`src/rtl/calc_op_sequencer.sv`:
```
// Registered valid/ready front end for the calculator units: result valid SETTLE_CYCLES edges after accept (next edge for an illegal op),
// held stable under out_ready backpressure, one op in flight. Define CALC_NEG_ZERO_NORM_EN to store a sampled -0 (100) as +0 (000).
module calc_op_sequencer #(
  parameter int SETTLE_CYCLES = 1
) (
  input  logic       clk,
  input  logic       rst_n,
  input  logic       in_valid,
  output logic       in_ready,
  input  logic [2:0] in_op,
  input  logic [2:0] in_a,
  input  logic [2:0] in_b,
  output logic [2:0] op_a,
  output logic [2:0] op_b,
  output logic [2:0] op_code,
  input  logic [2:0] unit_result,
  input  logic [2:0] unit_sel,
  output logic       out_valid,
  input  logic       out_ready,
  output logic [2:0] out_result,
  output logic       err_op,
  output logic       err_sel,
  output logic       div_zero
);

  localparam logic [1:0] IDLE   = 2'd0;
  localparam logic [1:0] SETTLE = 2'd1;
  localparam logic [1:0] HOLD   = 2'd2;

  localparam logic [3:0] CNT_INIT = 4'(SETTLE_CYCLES - 1);

  logic [1:0] state;
  logic [3:0] cnt;
  logic       legal_op;
  logic       div_by_zero;
  logic [2:0] sampled_result;

  assign legal_op    = (in_op <= 3'b100);
  assign div_by_zero = ((op_code == 3'b011) || (op_code == 3'b100)) && (op_b[1:0] == 2'b00);

`ifdef CALC_NEG_ZERO_NORM_EN
  assign sampled_result = (unit_result == 3'b100) ? 3'b000 : unit_result;
`else
  assign sampled_result = unit_result;
`endif

  // in_ready is a flop so it stays low through reset and rises on the first edge after release.
  always_ff @(posedge clk or negedge rst_n) begin
    if (!rst_n) begin
      state      <= IDLE;
      in_ready   <= 1'b0;
      cnt        <= 4'd0;
      op_a       <= 3'b000;
      op_b       <= 3'b000;
      op_code    <= 3'b000;
      out_valid  <= 1'b0;
      out_result <= 3'b000;
      err_op     <= 1'b0;
      err_sel    <= 1'b0;
      div_zero   <= 1'b0;
    end else begin
      case (state)
        IDLE: begin
          in_ready <= 1'b1;
          if (in_valid && in_ready) begin
            in_ready <= 1'b0;
            op_a     <= in_a;
            op_b     <= in_b;
            op_code  <= in_op;
            if (legal_op) begin
              cnt   <= CNT_INIT;
              state <= SETTLE;
            end else begin
              out_result <= 3'b000;
              err_op     <= 1'b1;
              err_sel    <= 1'b0;
              div_zero   <= 1'b0;
              out_valid  <= 1'b1;
              state      <= HOLD;
            end
          end
        end
        SETTLE: begin
          if (cnt == 4'd0) begin
            out_result <= sampled_result;
            err_sel    <= (unit_sel != op_code);
            div_zero   <= div_by_zero;
            err_op     <= 1'b0;
            out_valid  <= 1'b1;
            state      <= HOLD;
          end else begin
            cnt <= cnt - 4'd1;
          end
        end
        HOLD: begin
          if (out_valid && out_ready) begin
            out_valid <= 1'b0;
            in_ready  <= 1'b1;
            state     <= IDLE;
          end
        end
        default: begin
          state    <= IDLE;
          in_ready <= 1'b0;
        end
      endcase
    end
  end

endmodule

```
`config.mk`:
```
export PLATFORM = sky130hd
export DESIGN_NAME = calc_op_sequencer
export DESIGN_NICKNAME = d
export VERILOG_FILES = /design/src/rtl/calc_op_sequencer.sv
export SDC_FILE = /design/constraint.sdc
export NUM_CORES = 1
export LEC_CHECK = 0
export BUFFER_PORTS_ARGS = -buffer_cell sky130_fd_sc_hd__buf_2
export CAP_MARGIN = 0
export CELL_PAD_IN_SITES_DETAIL_PLACEMENT = 1
export CELL_PAD_IN_SITES_GLOBAL_PLACEMENT = 1
export CORE_MARGIN = 1.5
export CORE_UTILIZATION = 42
export CTS_BUF_LIST = sky130_fd_sc_hd__clkbuf_2 sky130_fd_sc_hd__clkbuf_4 sky130_fd_sc_hd__clkbuf_8
export DETAILED_ROUTE_END_ITERATION = 8
export PLACE_DENSITY = 0.95
export SETUP_SLACK_MARGIN = 0.5
export SKIP_CTS_REPAIR_TIMING = 1
export SYNTH_ARGS = -nofsm -noshare
export SYNTH_HDL_FRONTEND = slang
export SYNTH_SLANG_ARGS = --single-unit
```
`constraint.sdc`:
```
create_clock -name clk -period 3.03 [get_ports clk]
set_clock_uncertainty 0.05 [all_clocks]
set_input_delay 0.4545 -clock clk [delete_from_list [all_inputs] [get_ports clk]]
set_output_delay 0.4545 -clock clk [all_outputs]
set_load 0.02 [all_outputs]
```
Word-level counts from Yosys, hierarchy flattened
Cells that the tools add are included.
{"block": "word_totals", "regBits": 23, "in_bits": 19, "wordCells": 69}
{"block": "classes", "add_sub_neg": 1, "n_lt_le_gt_ge": 1, "eq_ne": 11, "muxes": 29, "n_bitwise": 1, "n_reduce_logical": 15}
{"operator": "$mux W4", "count": 3}
{"operator": "$ne A2 B2 Y1 const B", "count": 6}
{"operator": "$mux W1", "count": 11}
{"operator": "$mux W3", "count": 3}
{"operator": "$mux W2", "count": 4}
{"operator": "$pmux W4 S2", "count": 1}
{"operator": "$reduce_and A4 Y1", "count": 2}
{"operator": "$pmux W1 S2", "count": 3}
{"operator": "$pmux W1 S3", "count": 2}
{"operator": "$pmux W2 S3", "count": 1}
{"operator": "$pmux W3 S2", "count": 1}
{"operator": "$reduce_and A5 Y1", "count": 1}
{"operator": "$logic_not A2 Y1", "count": 2}
{"operator": "$logic_not A4 Y1", "count": 1}
{"operator": "$reduce_and A2 Y1", "count": 2}
{"operator": "$sub A4 B1 Y4 const B", "count": 1}
{"operator": "$eq A3 B2 Y1 const B", "count": 1}
{"operator": "$eq A3 B3 Y1 const B", "count": 1}
{"operator": "$le A3 B3 Y1 const B", "count": 1}
{"operator": "$logic_and A1 B1 Y1", "count": 3}
{"operator": "$ne A3 B3 Y1", "count": 1}
{"operator": "$reduce_and A3 Y1", "count": 1}
{"operator": "$reduce_bool A3 Y1", "count": 1}
{"operator": "$eq A2 B1 Y1 const B", "count": 1}
{"operator": "4 further kinds", "count": 4}

Logic depth before layout (Yosys ltp)
{"block": "depth", "word_depth": 5, "depth_mapped": 5, "ltp_nobuf": 5}

Least setup slack after synthesis
Ideal clock, no wire load.
{"block": "synth_path", "path_kind": "register -> register", "start": "register cnt[0]", "end": "register out_result[0]", "arrival_ns": 1.339, "t_required_ns": 2.854, "path_slack_ns": 1.515, "stages_incl_launch_ff": 6, "path_buffers": 0, "cell_sequence": "dfrtp_1 -> inv_1 -> ha_1 -> nor3b_2 -> a21oi_2 -> a221o_1"}
{"block": "synth_between", "elab_chain_len": 3}
{"item": "start, declared", "line_no": "33", "source": "logic [3:0] cnt;"}
{"item": "start signal, assigned", "line_no": "92", "source": "cnt <= cnt - 4'd1;"}
{"item": "$logic_not A4 Y1", "line_no": "84", "source": "if (cnt == 4'd0) begin"}
{"item": "$ne A2 B2 Y1 (no line)"}
{"item": "$reduce_and A4 Y1 (no line)"}
{"item": "end signal, assigned", "line_no": "85", "source": "out_result <= sampled_result;"}
{"item": "end, declared", "line_no": "20", "source": "output logic [2:0] out_result,"}
Every way passes these cells.
A chain may end at the register's enable or synchronous reset.

Worst setup path in the final report
{"block": "layout_path", "start": "register state[0]", "end": "register cnt[1]"}
{"block": "layout_between", "elab_chain_len": 3}
{"item": "start, declared", "line_no": "32", "source": "logic [1:0] state;"}
{"item": "start signal, assigned", "line_no": "50", "source": "state <= IDLE;"}
{"item": "start signal, assigned", "line_no": "72", "source": "state <= SETTLE;"}
{"item": "start signal, assigned", "line_no": "79", "source": "state <= HOLD;"}
{"item": "$eq A2 B1 Y1 or $logic_not A2 Y1 (tied branches)", "line_no": "62", "source": "case (state)"}
{"item": "$ne A2 B2 Y1 (no line) or $reduce_bool A2 Y1 (tied branches)"}
{"item": "$reduce_and A4 Y1 (no line)"}
Several ways; a longest one is shown, not always the timed one.

==> run metrics <==
number of clock sinks=23; critical path startpoint category=flip-flop; CTS Buf Count=3; ys async rst share=100%; Worst Setup EP=cnt[1]$_DFFE_PN0P_; Final Max Tran Viols=0; area delta synth->final=19.9%; vias in the first global route=959; RSZ-0062 raised after global routing=no; Final Hold Vio Count=0; Synth Area in Compound Gates=15.8%; initial antenna violation count=0; clock latency on the worst-skew pair=0.30 ns; die width=54.7 µm; post-synthesis mux area share=0%; start of the worst register-to-register path=state[0]$_DFFE_PN0P_; DIE HEIGHT=54.7 µm; Synth Area in XOR/XNOR=2.34%; Syn Inst Count=114; Site Rows=18; GR Util All Layers=22.2%; CP Data Arrival Time=2.00 ns; synth unique cells=32; CP Max Fanout=13; flop2flop setup slack=1.16 ns; Routed wire per std cell=16.3 µm; Synth Area in Adders=1.12%; drt pass-1 iters=4; FF+latch count, synth=23; Seq/Total Area, Yosys=51.3%; CTS root buffer=clkbuf_4; Slowest-stage cell, CP=nand4bb_1; Vias/cell=5.58; CP max stage delay=0.61 ns; EDFF count, synth=0; status=finished clean; Cell Pwr Density=966 nW/µm²; largest family of logic cells by synthesized area=simple AND/OR/NAND/NOR gates; crit path time final=1.87 ns; DRT iter0 DRCs=19; leak pwr=0.677 nW; HPWL Detailed=2160 µm; n_diodes=0; CTS max path bufs=2; DRC=0; share of cells above drive strength 1=30.2%; WHS=0.0522 ns; setup slack at placement=1.16 ns; via count=998; CP required=3.16 ns; worst-margin pin slew=0.574 ns; critical-path cell list=nand4bb_1, o22ai_2, o32ai_1; CP Launch Point=state[0]$_DFFE_PN0P_; fmax=0.535 GHz; post-route ant nets=0; dominant synthesized flop cell=dfrtp_1; nature of the critical path endpoint=flip-flop; die area=2990 µm²; CTS tree=built; Crit Path Class=flip-flop to flip-flop; Initial Util=44.8%; syn nets=134; Synth Cell Area=1120 µm²; post-synthesis simple-gate area fraction=26.2%; Max H-tree Level=1; hold crit path type=primary input to async pin; final period utilization=61.7%; Buf+Inv Stages, Crit Path=0; clock transition at the registers of the reported paths=0.12 ns; Register-to-Register Path Depth=3; Worst path depth=3; Slew HR=61.5%; YS warnings=0; Final WS setup=1.16 ns; GP Congestion=0.816; delay-heaviest family, CP=simple AND/OR/NAND/NOR gates; capture point of the worst reg-to-reg path=cnt[1]$_DFFE_PN0P_; I/O pin total=36; I/O Buffers=35; Setup violations, final=0; core area=2500 µm²; gr ovfl total=0; Final nets=170; final WL=2910 µm; Synth Area per Inst=9.83 µm²; largest net degree at the start of global routing=24; # Max-Cap Violations=0; VDD IR-drop max=0.483 mV; first-pass GRT wire length=4700 µm; Final TNS setup=0 ns
==> power breakdown <==
group	switching, mW	internal, mW	total (mW)
Combinational	0.374	0.230	0.604
Sequential	0.118	0.427	0.545
Clock	0.0894	0.0602	0.150
==> area by class of cell <==
type | count | area [µm²]
timing repair buffer | 35 | 175
sequential | 23 | 576
tap | 30 | 37.5
clock buffer | 4 | 30.0
inverter | 4 | 15.0
fill | 299 | 1160
multi-input combinational | 83 | 510
==> synth_stat cells, drive strengths merged, types with 2 or more instances <==
cell type  number  area, µm²
xor2            3       26.3
o211ai          6       45.0
dfrtp          23        576
nand2          29        109
nand3b          2       15.0
and3            3       18.8
buf             4       20.0
nor2            3       11.3
inv             4       15.0
nor2b           2       12.5
o21a            2       15.0
o21ai           5       25.0
nor3b           2       20.0
a21oi           4       23.8
nand3           5       25.0
a221o           3       30.0
==> worst reg2reg max path: cells and delay by family, from the launching register on <==
family | cells | cell delay, ns
flip-flops | 1 | 0.51
AO/OA/AOI/OAI | 2 | 0.57
AND/OR/NAND/NOR | 1 | 0.62
==> per-layer routing <==
| layer | routed length, µm | track usage, % | vias up |
|---|---|---|---|
| met3 | 93 | 3.28 | 4 |
| li1 | - | - | 470 |
| met2 | 1460 | 35.5 | 29 |
| met1 | 1330 | 30.9 | 495 |
| met5 | 0 | 0 | - |
| met4 | 29 | 6.25 | 0 |
==> cell families after synthesis <==
group,count (synthesis)
fa+ha+maj,1
simple gates,55
xor+xnor,3
buf+inv,8
compound gates,24
flops,23
==> through the flow <==
stage	std cells	instance area (µm²)	utilization, %	power, mW
floorplan	114	1120	-	0.939
global placement	175	1310	52.6	1.11
detailed placement	175	1310	52.6	1.15
CTS	179	1340	53.8	1.31
global route	179	1340	53.8	1.39
finish	179	1340	53.8	1.30
==> state kept, by name, summed over array words and instances, names as in the netlist, 2 cells and up <==
name,cells
op_code,3
cnt,4
state,2
op_b,3
op_a,3
out_result,3
==> placed cells by master (no fill, tap or decap), types with 2 or more instances in the layout <==
cell type   n
clkbuf_4    4
nor2b_1     2
and3_1      3
o211ai_1    6
dfrtp_1    23
nand2_1    29
o21a_1      2
a21oi_1     3
xor2_1      3
o21ai_1     5
nor2_1      3
inv_1       4
nand3_1     5
nand3b_1    2
buf_2      35
a221o_1     3
==> worst min-delay path by stage <==
stage / depth (start not counted) / end / startpoint
after floorplan: 0 / cnt[0]$_DFFE_PN0P_ / rst_n
after global placement: 1 / out_result[2]$_DFFE_PN0P_ / rst_n
after detailed placement: 1 / out_result[0]$_DFFE_PN0P_ / rst_n
after CTS: 1 / cnt[0]$_DFFE_PN0P_ / rst_n
after global routing: 1 / cnt[0]$_DFFE_PN0P_ / rst_n
final: 1 / cnt[0]$_DFFE_PN0P_ / rst_n
(Power assumes the default switching activity.)
